$ cat config.mk
export PLATFORM = sky130hd
export DESIGN_NAME = prefetch_op_scheduler
export DESIGN_NICKNAME = d
export VERILOG_FILES = /design/src/rtl/prefetch_op_scheduler_pkg.sv /design/src/rtl/prefetch_op_scheduler_axi_slot_reg.sv /design/src/rtl/prefetch_op_scheduler.sv
export SDC_FILE = /design/constraint.sdc
export NUM_CORES = 1
export LEC_CHECK = 0
export ABC_AREA = 0
export ABC_CLOCK_PERIOD_IN_PS = 4790
export BUFFER_PORTS_ARGS = -buffer_cell sky130_fd_sc_hd__buf_2
export CORE_AREA = 2 2 211 213
export CTS_BUF_LIST = sky130_fd_sc_hd__clkbuf_4 sky130_fd_sc_hd__clkbuf_8
export DETAILED_ROUTE_END_ITERATION = 10
export DIE_AREA = 0 0 213 215
export GPL_ROUTABILITY_DRIVEN = 0
export MAX_ROUTING_LAYER = met4
export SETUP_SLACK_MARGIN = 0.05
export SLEW_MARGIN = 0
export SYNTH_ARGS = -nofsm -noshare
export SYNTH_HDL_FRONTEND = slang
export SYNTH_SLANG_ARGS = --single-unit
$ cat constraint.sdc
create_clock -name clk -period 4.79 [get_ports clk]
set_clock_uncertainty 0.15 [all_clocks]
set_input_delay 0.958 -clock clk [delete_from_list [all_inputs] [get_ports clk]]
set_output_delay 0.958 -clock clk [all_outputs]
set_load 0.05 [all_outputs]
$ cat src/rtl/prefetch_op_scheduler_pkg.sv
// Shared opcode, error-code and FSM-state definitions for the prefetcher
// scheduler and the data queue it feeds.
package prefetcher_pkg;

    typedef enum logic [2:0] {
        OP_NONE              = 3'd0,
        OP_READ_REQ_PREF     = 3'd1,
        OP_READ_REQ_MASTER   = 3'd2,
        OP_READ_DATA_SLAVE   = 3'd3,
        OP_READ_DATA_PROMISE = 3'd4
    } opcode_t;

    localparam logic [2:0] ERR_NONE            = 3'd0;
    localparam logic [2:0] ERR_QUEUE_OVERFLOW  = 3'd1;
    localparam logic [2:0] ERR_QUEUE_UNDERFLOW = 3'd2;
    localparam logic [2:0] ERR_PROTOCOL        = 3'd3;

    typedef enum logic {
        ST_RUN = 1'b0,
        ST_ERR = 1'b1
    } sched_state_t;

endpackage

$ cat src/rtl/prefetch_op_scheduler_axi_slot_reg.sv
// One-entry valid/ready holding register for an AXI AR request (address + len).
// While en is low the entry is frozen: nothing loads and nothing drains.
module axi_slot_reg #(
    parameter int ADDR_BITS = 64,
    parameter int LEN_BITS  = 4
) (
    input  logic                 clk,
    input  logic                 reset,
    input  logic                 en,
    input  logic                 load,
    input  logic [ADDR_BITS-1:0] load_addr,
    input  logic [LEN_BITS-1:0]  load_len,
    input  logic                 ready,
    output logic                 valid,
    output logic [ADDR_BITS-1:0] addr,
    output logic [LEN_BITS-1:0]  len
);

    always_ff @(posedge clk) begin
        if (reset) begin
            valid <= 1'b0;
            addr  <= '0;
            len   <= '0;
        end else if (en) begin
            // A load wins over a drain, so an entry can be replaced on the
            // same edge the previous one is handed off.
            if (load) begin
                valid <= 1'b1;
                addr  <= load_addr;
                len   <= load_len;
            end else if (valid && ready) begin
                valid <= 1'b0;
            end
        end
    end

endmodule

$ cat src/rtl/prefetch_op_scheduler.sv
// Arbitrates DDR beats, NVDLA reads, promise readout and prefetch candidates
// into one queue opcode per cycle; issues DDR ARs and drives the NVDLA R channel.
module prefetch_op_scheduler
    import prefetcher_pkg::*;
#(
    parameter int ADDR_BITS            = 64,
    parameter int LOG_BLOCK_DATA_BYTES = 3,
    parameter int BURST_LEN_WIDTH      = 4,
    parameter int MAX_OUTSTANDING      = 4,
    localparam int DATA_BITS           = 8 << LOG_BLOCK_DATA_BYTES
) (
    input  logic                       clk,
    input  logic                       reset,
    input  logic [BURST_LEN_WIDTH-1:0] crs_burstLen,
    input  logic                       m_ar_valid,
    output logic                       m_ar_ready,
    input  logic [ADDR_BITS-1:0]       m_ar_addr,
    output logic                       m_r_valid,
    input  logic                       m_r_ready,
    output logic [DATA_BITS-1:0]       m_r_data,
    output logic                       m_r_last,
    input  logic                       pf_valid,
    output logic                       pf_ready,
    input  logic [ADDR_BITS-1:0]       pf_addr,
    output logic                       s_ar_valid,
    input  logic                       s_ar_ready,
    output logic [ADDR_BITS-1:0]       s_ar_addr,
    output logic [BURST_LEN_WIDTH-1:0] s_ar_len,
    input  logic                       s_r_valid,
    output logic                       s_r_ready,
    input  logic [DATA_BITS-1:0]       s_r_data,
    input  logic                       s_r_last,
    output logic [2:0]                 reqOpcode,
    output logic [ADDR_BITS-1:0]       reqAddr,
    output logic [DATA_BITS-1:0]       reqData,
    output logic                       reqLast,
    output logic [BURST_LEN_WIDTH-1:0] reqBurstLen,
    input  logic                       addrHit,
    input  logic                       pr_r_valid,
    input  logic [DATA_BITS-1:0]       respData,
    input  logic                       respLast,
    input  logic                       almostFull,
    input  logic [2:0]                 errorCode,
    output logic                       sched_err
);

    localparam int CNT_W = $clog2(MAX_OUTSTANDING + 1);

    sched_state_t          state, state_next;
    opcode_t               op;
    logic                  run;
    logic                  slot_valid, slot_load, slot_free, can_issue;
    logic [ADDR_BITS-1:0]  slot_load_addr;
    logic                  promise_grant;
    logic [CNT_W-1:0]      outstanding;
    logic                  cnt_inc, cnt_dec, cnt_fault;

    assign run         = (state == ST_RUN);
    assign sched_err   = (state == ST_ERR);
    assign reqOpcode   = op;
    assign reqBurstLen = crs_burstLen;
    assign s_r_ready   = run;
    assign s_ar_valid  = slot_valid && run;

    // The slot entry is counted as in flight so that refilling it on a drain
    // edge can never push the counter past its cap.
    assign slot_free = !slot_valid || s_ar_ready;
    assign can_issue = slot_free &&
        (({1'b0, outstanding} + (CNT_W+1)'(slot_valid)) < (CNT_W+1)'(MAX_OUTSTANDING));

    always_comb begin
        op             = OP_NONE;
        reqAddr        = '0;
        reqData        = '0;
        reqLast        = 1'b0;
        m_ar_ready     = 1'b0;
        pf_ready       = 1'b0;
        slot_load      = 1'b0;
        slot_load_addr = '0;
        promise_grant  = 1'b0;
        if (run) begin
            if (s_r_valid) begin
                op      = OP_READ_DATA_SLAVE;
                reqData = s_r_data;
                reqLast = s_r_last;
            end else if (m_ar_valid) begin
                // A stalled miss still owns the cycle; lower sources wait.
                reqAddr = m_ar_addr;
                if (addrHit || can_issue) begin
                    op             = OP_READ_REQ_MASTER;
                    m_ar_ready     = 1'b1;
                    slot_load      = !addrHit;
                    slot_load_addr = m_ar_addr;
                end
            end else if (pr_r_valid && (!m_r_valid || m_r_ready)) begin
                op            = OP_READ_DATA_PROMISE;
                promise_grant = 1'b1;
            end else if (pf_valid && !almostFull && can_issue) begin
                op             = OP_READ_REQ_PREF;
                reqAddr        = pf_addr;
                pf_ready       = 1'b1;
                slot_load      = 1'b1;
                slot_load_addr = pf_addr;
            end
        end
    end

    axi_slot_reg #(
        .ADDR_BITS (ADDR_BITS),
        .LEN_BITS  (BURST_LEN_WIDTH)
    ) u_ar_slot (
        .clk       (clk),
        .reset     (reset),
        .en        (run),
        .load      (slot_load),
        .load_addr (slot_load_addr),
        .load_len  (crs_burstLen),
        .ready     (s_ar_ready),
        .valid     (slot_valid),
        .addr      (s_ar_addr),
        .len       (s_ar_len)
    );

    assign cnt_inc   = s_ar_valid && s_ar_ready;
    assign cnt_dec   = s_r_valid && s_r_ready && s_r_last;
    assign cnt_fault = (cnt_inc && !cnt_dec && outstanding == CNT_W'(MAX_OUTSTANDING)) ||
                       (cnt_dec && !cnt_inc && outstanding == '0);

    always_ff @(posedge clk) begin
        if (reset) begin
            outstanding <= '0;
        end else if (!cnt_fault) begin
            if (cnt_inc && !cnt_dec)      outstanding <= outstanding + 1'b1;
            else if (cnt_dec && !cnt_inc) outstanding <= outstanding - 1'b1;
        end
    end

    always_ff @(posedge clk) begin
        if (reset) begin
            m_r_valid <= 1'b0;
            m_r_data  <= '0;
            m_r_last  <= 1'b0;
        end else if (promise_grant) begin
            m_r_valid <= 1'b1;
            m_r_data  <= respData;
            m_r_last  <= respLast;
        end else if (m_r_ready) begin
            m_r_valid <= 1'b0;
        end
    end

    always_ff @(posedge clk) begin
        if (reset) state <= ST_RUN;
        else       state <= state_next;
    end

    always_comb begin
        state_next = state;
        if (state == ST_RUN && (errorCode != ERR_NONE || cnt_fault))
            state_next = ST_ERR;
    end

endmodule
Yosys cells after proc, flatten, opt, wreduce, memory -nomap -nowiden
Cells that the tools add are included.

Register bits: 139. Input bits: 275. Output and inout port bits: 275. Logic and storage cells: 89.

Add/sub/neg operators: 3. $lt $le $gt $ge: 1. Equality and inequality tests: 1. Multiplexer cells: 41. Bitwise gates (word level): 2. Reduce and logical (&&, ||, !) cells: 33.

Operators with widths (count): 64-bit two-way mux (10); 1-bit two-way mux (24); 3-bit two-way mux (6); 1-bit logical AND (14); 1-bit logical NOT (6); 2-bit AND reduction (3); 2-bit nonzero test (3); 1-bit logical OR (5); 3-bit by 1-bit adder with 4-bit output (1); 4-bit by 3-bit < comparator with 1-bit output (second input constant) (1); 3-bit by 1-bit adder with 3-bit output (second input constant) (1); 3-bit == test (second input constant) (1); 3-bit logical NOT (1); 3-bit nonzero test (1); 3-bit by 1-bit subtractor with 3-bit output (second input constant) (1); 2-bit two-way mux (1); 1-bit NOT (2).

Depth between registers and ports, before layout
Gate-level depths: netlist (run 1).

Depth after elaboration: 11. Depth in mapped cells: 10.

Modules after synthesis
From an unflattened synthesis (run 1), not the netlist that was laid out.

Cells, all modules: 942. Area total of the unflattened synthesis: 7320.8 um^2.

Modules (own cells, without submodules): prefetch_op_scheduler (instances 1, cells each 627, area an instance 4334.2 um^2, sequential area each 1401.3 um^2); axi_slot_reg (instances 1, cells each 315, area an instance 2986.6 um^2, sequential area each 1381.3 um^2).

Least setup slack after synthesis (run 1)
OpenSTA, ideal clock, no wires.

Kind: input to output. From: input m_r_ready. To: output pf_ready. Arrival: 2717 ps. Data required time: 3682 ps. Slack: 965 ps. Cell stages on the path: 4. Buffers on the path: 1. Path through: nand2b_4 -> a211o_1 -> clkbuf_1 -> nor3_1.

Word-level cells in the longest chain between the ends: 6.

Ends and longest elaborated chain: from (decl) (RTL line prefetch_op_scheduler.sv:19) `input logic m_r_ready,`; 1-bit logical OR (RTL line prefetch_op_scheduler.sv:95) `end else if (pr_r_valid && (!m_r_valid || m_r_ready)) begin`; 1-bit logical AND (RTL line prefetch_op_scheduler.sv:95); 1-bit two-way mux (RTL line prefetch_op_scheduler.sv:95); 1-bit two-way mux (RTL line prefetch_op_scheduler.sv:86) `end else if (m_ar_valid) begin`; 1-bit two-way mux (RTL line prefetch_op_scheduler.sv:82) `if (s_r_valid) begin`; 1-bit two-way mux (RTL line prefetch_op_scheduler.sv:81) `if (run) begin`; to (decl) (RTL line prefetch_op_scheduler.sv:23) `output logic pf_ready,`.

Every way passes these cells.

Final worst setup path (run 1)
From: input almostFull. To: output reqAddr[0].

Word-level cells in the longest chain between the ends: 8.

Ends and longest elaborated chain: from (decl) (RTL line prefetch_op_scheduler.sv:42) `input logic almostFull,`; 1-bit logical NOT (RTL line prefetch_op_scheduler.sv:98) `end else if (pf_valid && !almostFull && can_issue) begin`; 1-bit logical AND (2 in a row) (RTL line prefetch_op_scheduler.sv:98); 64-bit two-way mux (RTL line prefetch_op_scheduler.sv:98); 64-bit two-way mux (RTL line prefetch_op_scheduler.sv:95); 64-bit two-way mux (RTL line prefetch_op_scheduler.sv:86); 64-bit two-way mux (RTL line prefetch_op_scheduler.sv:82); 64-bit two-way mux (RTL line prefetch_op_scheduler.sv:81); to (decl) (RTL line prefetch_op_scheduler.sv:34) `output logic [ADDR_BITS-1:0] reqAddr,`.

Every way passes these cells.

==> run summary, run 1 <==
Antenna-violating nets left: 0
Crit path kind: input pin to output port
Main synth FF type: dfxtp_1
Area after detailed placement: 0.01105 mm2
Final #Nets: 1774
Root Buffer: clkbuf_8
Clock transition at the registers of the reported paths: 80 ps
Synth Instances: 1043
R2R cell count: 6
Rel. slew slack: 42.49%
Synthesis Warnings: 0
Uppermost routed layer: met4
WL met1: 15420 um
Post-Syn Area: 0.007884 mm2
Vias per cell: 4.784
PD cells: 269.7 mW/mm2
Clock sinks: 139
Cell with the most instances after synthesis: dfxtp_1
Setup slack, reg-to-reg: 2060 ps
CP peak stage delay: 540 ps
Fin Hold WS: 305.6 ps
# port buffers: 549
DRT Wirelength: 37400 um
Critical path arrival: 2990 ps
DR pass1 iterations: 5
Clock Path Buffers: 2
Fmax: 244.2 MHz
Status: completed
Hold buffers post-CTS: 0
Worst skew pair latency: 540 ps
Initial antenna violation count: 3
Met3 wire len: 3074 um
Area growth, synth to finish: 45.09%
Share of cells above drive strength 1: 40.62%
Chip height: 215 um
Part of the cycle the worst path needs: 85.50%
Met2 Routed Length: 17570 um
Share of flip-flops with an asynchronous set or reset: 0%
HPWL Detailed: 26800 um
Register area share after synthesis: 35.30%
Worst hold stages: 2
Largest net degree at the start of global routing: 131
GRT Total Usage: 16.03%
Post-CTS sizing: 0
Largest vdd supply drop: 0.0002958 V
Fillcell total: 4835
Worst Min Path Start: m_r_data[61]
Crit Path Max Fanout: 61
Finished Cell Area: 0.01144 mm2
Setup TNS: 0 ps
DRC: 0
Req. time, crit path: 3680 ps
RSZ-0062 raised after global routing: no
Crit-path slowest cell: buf_4
First-pass GRT wire length: 53860 um
Vias in the first global route: 9440
Avg Cell Area, Syn: 7.559 um2
Distinct cells, synth: 35
Synth top area cells: dfxtp_1 35%, a32oi_1 7.1%, a41oi_1 7.1%
Setup crit start: almostFull
CP endpoint kind: output port
CTS tree: yes
Die footprint: 0.04580 mm2
Vias: 10060
Starting DRT DRC Count: 717
Post-synth top area share: 35.30%
Yosys reg bits: 139
Area leader, netlist: dfxtp_1
Hold Vio Cnt, Final: 0
CP cell instances: buf_2 -> nand2b_1 -> a211oi_4 -> buf_4 -> a32oi_1 -> nor2_1 -> buf_2
Routed WL per cell: 17.79 um
Commonest cells in the synthesized netlist: 139 x dfxtp_1, 136 x nand2_1, 104 x clkbuf_1
Io pins: 550
Top cell by count, worst path: buf_2
Pleak: 5.296 nW
CTS buffer count: 17
Row count: 77
Die Span X: 213 um
Post-synth EDFFs: 0
Syn nets: 1321
Core area: 0.04364 mm2
Post-CTS setup buffers: 0
Worst r2r src: u_ar_slot.valid
Final Max Tran Viols: 0
Starting density of the core: 18.06%
Min-Delay Path Class: flop to flop
Setup violators final: 0
H-tree depth: 4
Maxcap violations: 0
Crit start category: input pin
Worst-Margin Slew: 862.7 ps
GRT overflow: 0
Min cycle time layout: 4095 ps
==> placed cells by master, fill, tap and decap left out, types with 5 or more instances in the layout <==
cell type and instances:
buf_2 548, dfxtp_1 139, nand2_1 135, nand2b_1 73, a21oi_1 71, nor2_1 70
nor2b_1 65, a32oi_1 64, and3_1 64, a41oi_1 64, a31oi_1 64, o21ai_1 64
clkbuf_8 17, buf_4 12, inv_1 6, mux2i_1 5, buf_12 5
==> metal layers <==
metal | up-vias | GRT usage (%)
li1 | 4683 | -
met1 | 4772 | 18.33
met2 | 546 | 25.59
met3 | 59 | 4.428
met4 | 0 | 8.019
met5 | - | -
==> worst max-delay path, delay by kind of cell <==
family                 cells  cell delay (ps)
buffers and inverters      3              930
and+or+nand+nor            2              390
AOI/OAI and AO/OA          2              640
==> flip-flops by register name (all words and copies together) (netlist names) <==
name             count
outstanding          3
sched_err            1
u_ar_slot.len        4
m_r_valid            1
m_r_data            64
u_ar_slot.valid      1
u_ar_slot.addr      64
m_r_last             1
==> power by group <==
group | switching, mW | internal (mW) | leakage [nW]
sequential | 0.0332 | 1.20 | 1.13
clock | 0.568 | 0.425 | 0.186
combinational | 0.619 | 0.243 | 3.98
==> per-stage QoR <==
stage | std cells | worst slack, ps | util [%] | power, mW
detailed placement | 2069 | 728.9 | 25.33 | 2.116
CTS | 2101 | 729.6 | 26.20 | 3.135
global placement | 2069 | 802.0 | 25.33 | 2.107
global route | 2103 | 654.7 | 26.21 | 3.228
floorplan | 1043 | 964.8 | - | 1.812
finish | 2103 | 694.7 | 26.21 | 3.085
==> cell type report <==
| class | instances | area (um2) | area share, % |
|---|---|---|---|
| sequential | 139 | 2783 | 24.33 |
| inverter | 8 | 30.03 | 0.2625 |
| multi-input combinational | 764 | 4556 | 39.83 |
| tap | 592 | 740.7 | 6.476 |
| antenna | 2 | 5.005 | 0.04375 |
| clock buffer | 18 | 241.5 | 2.111 |
| timing repair buffer | 566 | 2944 | 25.74 |
| clock inverter | 14 | 138.9 | 1.214 |
==> cells by family (layout without fill, tap and decap cells) <==
logic type      Yosys count  in the layout  share of synthesized area [%]
simple gates            419            419                          26.76
compound gates          334            334                          28.79
buf+inv                 140            606                          7.586
flops                   139            139                          35.30
mux                       6              6                         0.7777
fa+ha+maj                 3              3                         0.5713
xor+xnor                  2              2                         0.2222
other cells               0              2                              0
==> final timing paths <==
path / endpoint
worst max-delay path: reqAddr[0]
worst max register to register: u_ar_slot.addr[21]
worst min register to register: m_r_data[61]
worst min-delay path: m_r_data[61]
Power figures use the tool's default switching activity.
==> inputs of run 2 (changes only) <==
--- a/config.mk
+++ b/config.mk
@@ -7,11 +7,11 @@
 export LEC_CHECK = 0
 export ABC_AREA = 0
 export ABC_CLOCK_PERIOD_IN_PS = 4790
-export BUFFER_PORTS_ARGS = -buffer_cell sky130_fd_sc_hd__buf_2
 export CORE_AREA = 2 2 211 213
-export CTS_BUF_LIST = sky130_fd_sc_hd__clkbuf_4 sky130_fd_sc_hd__clkbuf_8
+export CTS_BUF_LIST = sky130_fd_sc_hd__clkbuf_4 sky130_fd_sc_hd__clkbuf_8 sky130_fd_sc_hd__clkbuf_16
 export DETAILED_ROUTE_END_ITERATION = 10
 export DIE_AREA = 0 0 213 215
+export DONT_BUFFER_PORTS = 1
 export GPL_ROUTABILITY_DRIVEN = 0
 export MAX_ROUTING_LAYER = met4
 export SETUP_SLACK_MARGIN = 0.05
==> run 2 against run 1 <==
  * Via count fell by 18%
  * Register-to-register slack got worse by 490 ps
  * Worst hold slack improved by 110 ps
  * Utilization fell by 4.7 points
  * Non-clock buffer count fell by 482
  * Clock power rose by 44%
  * First-iteration DRC count rose by 24%
  * Fmax rose by 1.6%
  * Setup slack improved by 65 ps
  * Wire length fell by 5.5%
  * Total power rose by 7.1%
==> run summary, run 2 (synthesized netlist as in run 1, its figures left out) <==
Row count: 77 (unchanged)
Area after detailed placement: 0.008765 mm2 (-21%)
Share of cells above drive strength 1: 12.67% (-28 points)
Largest net degree at the start of global routing: 209 (+60%)
Clock transition at the registers of the reported paths: 70 ps (about the same)
PnR worst setup slack: 759.4 ps (+64.70 ps)
Commonest cells after routing, fill and taps aside: 139 x dfxtp_1, 135 x nand2_1, 82 x buf_4
Routed WL per cell: 21.75 um (+22%)
Core area: 0.04364 mm2 (unchanged)
Worst skew pair latency: 480 ps (-60 ps)
Net Sw Frac: 34.91% (-4.7 points)
Biggest regs: m_r_data x64, u_ar_slot.addr x64, u_ar_slot.len x4
# port buffers: 0 (-100%)
RSZ-0062 raised after global routing: no
Pwr Total: 3.305 mW (+7.1%)
Finished Core Util: 21.52% (-4.7 points)
Comb pwr share: 15.1% (-13 points)
Vias: 8254 (-18%)
GRT overflow: 0 (unchanged)
Maxcap violations: 0 (unchanged)
Starting density of the core: 18.06% (unchanged)
Hold Vio Cnt, Final: 0 (unchanged)
Min cycle time layout: 4031 ps (-64.70 ps)
Req. time, crit path: 3680 ps (about the same)
Vias per cell: 5.079 (+6.2%)
Pre-CTS setup slack: 1020 ps (+291.4 ps)
GRT Total Usage: 15.10% (-0.93 points)
Area growth, synth to finish: 19.12%
Die footprint: 0.04580 mm2 (unchanged)
Antenna-violating nets left: 0 (unchanged)
Post-CTS sizing: 0 (unchanged)
Starting DRT DRC Count: 887 (+24%)
Post-CTS setup buffers: 0 (unchanged)
Critical path arrival: 2920 ps (-70 ps)
Die Span X: 213 um (unchanged)
Fmax: 248.1 MHz (+1.6%)
Part of the cycle the worst path needs: 84.15% (-1.4 points)
Vias in the first global route: 7587 (-20%)
First-pass GRT wire length: 49380 um (-8.3%)
Hold buffers post-CTS: 0 (unchanged)
DR pass1 iterations: 5 (unchanged)
Leading cell type in the layout, fill and taps excluded: dfxtp_1
HPWL Detailed: 25090 um (-6.4%)
Min-Delay Path Class: flop to flop
Initial antenna violation count: 8 (+5)
Root Buffer: clkbuf_16
Worst hold stages: 2 (unchanged)
Io pins: 550 (unchanged)
CP endpoint kind: output port
Clock sinks: 139 (unchanged)
Final Max Tran Viols: 0 (unchanged)
H-tree depth: 4 (unchanged)
CTS tree: yes
Crit Path Max Fanout: 44 (-28%)
Pint: 2.151 mW (+15%)
Finished Cell Area: 0.009392 mm2 (-18%)
CTS buffer count: 17 (unchanged)
PD cells: 351.9 mW/mm2 (+30%)
Final #Nets: 1292 (-27%)
DRT Wirelength: 35340 um (-5.5%)
Chip height: 215 um (unchanged)
DRC: 0 (unchanged)
Crit path kind: flop to output port
Part of the power in registers: 41.8% (+1.9 points)
Largest vdd supply drop: 0.0002277 V (-23%)
Crit start category: flop
Clock power frac: 43.2% (+11 points)
Pleak: 3.197 nW (-40%)
Worst-Margin Slew: 875.9 ps (+13.19 ps)
R2R cell count: 6 (unchanged)
Status: completed
Rel. slew slack: 41.61% (-0.88 points)
Setup TNS: 0 ps (unchanged)
Setup violators final: 0 (unchanged)
P_sw: 1.154 mW (-5.5%)
Clock Path Buffers: 2 (unchanged)
-- run 2: critical path, cell delays in order, from the launching register on --
cell and delay (ps):
dfxtp_1 700, nand2b_4 130, a211oi_4 280, buf_4 440
a32oi_1 200, nor2_1 360, buf_4 280
-- run 2: area by class of cell --
type	instances	area, um2
sequential	139	2783
inverter	8	30.03
clock inverter	14	183.9
antenna	7	17.52
timing repair buffer	84	655.6
tap	592	740.7
multi-input combinational	764	4556
fill	4826	34250
clock buffer	17	425.4
-- run 2: power groups by stage --
| stage | sequential [mW] | combinational [mW] | clock (mW) |
|---|---|---|---|
| 3_5_place_dp | 1.41 | 0.497 | 0 |
| 3_3_place_gp | 1.40 | 0.490 | 0 |
| 5_1_grt | 1.38 | 0.529 | 1.52 |
| 6_report | 1.38 | 0.498 | 1.43 |
| 4_1_cts | 1.38 | 0.498 | 1.48 |
| 2_1_floorplan | 1.39 | 0.426 | 0 |
-- run 2: layer usage --
layer | global-route usage, % | vias to the layer above | routed length, um
met5 | - | - | 0
met4 | 8.881 | 0 | 1510
met3 | 7.058 | 58 | 3885
met2 | 22.50 | 510 | 16060
met1 | 16.31 | 3969 | 13880
li1 | - | 3717 | -
-- run 2: stage by stage --
step           std cells  hold WS, ps
6_report            1625        414.8
4_1_cts             1618        382.5
5_1_grt             1625        416.3
3_5_place_dp        1587        415.9
2_1_floorplan       1043        332.6
3_3_place_gp        1587        382.1
-- run 2: final timing paths --
path             startpoint            endpoint  slack, ps
max               m_r_valid         reqAddr[14]        760
min          outstanding[1]      outstanding[1]        410
max reg2reg       m_r_valid  u_ar_slot.addr[30]       1570
min reg2reg  outstanding[1]      outstanding[1]        410
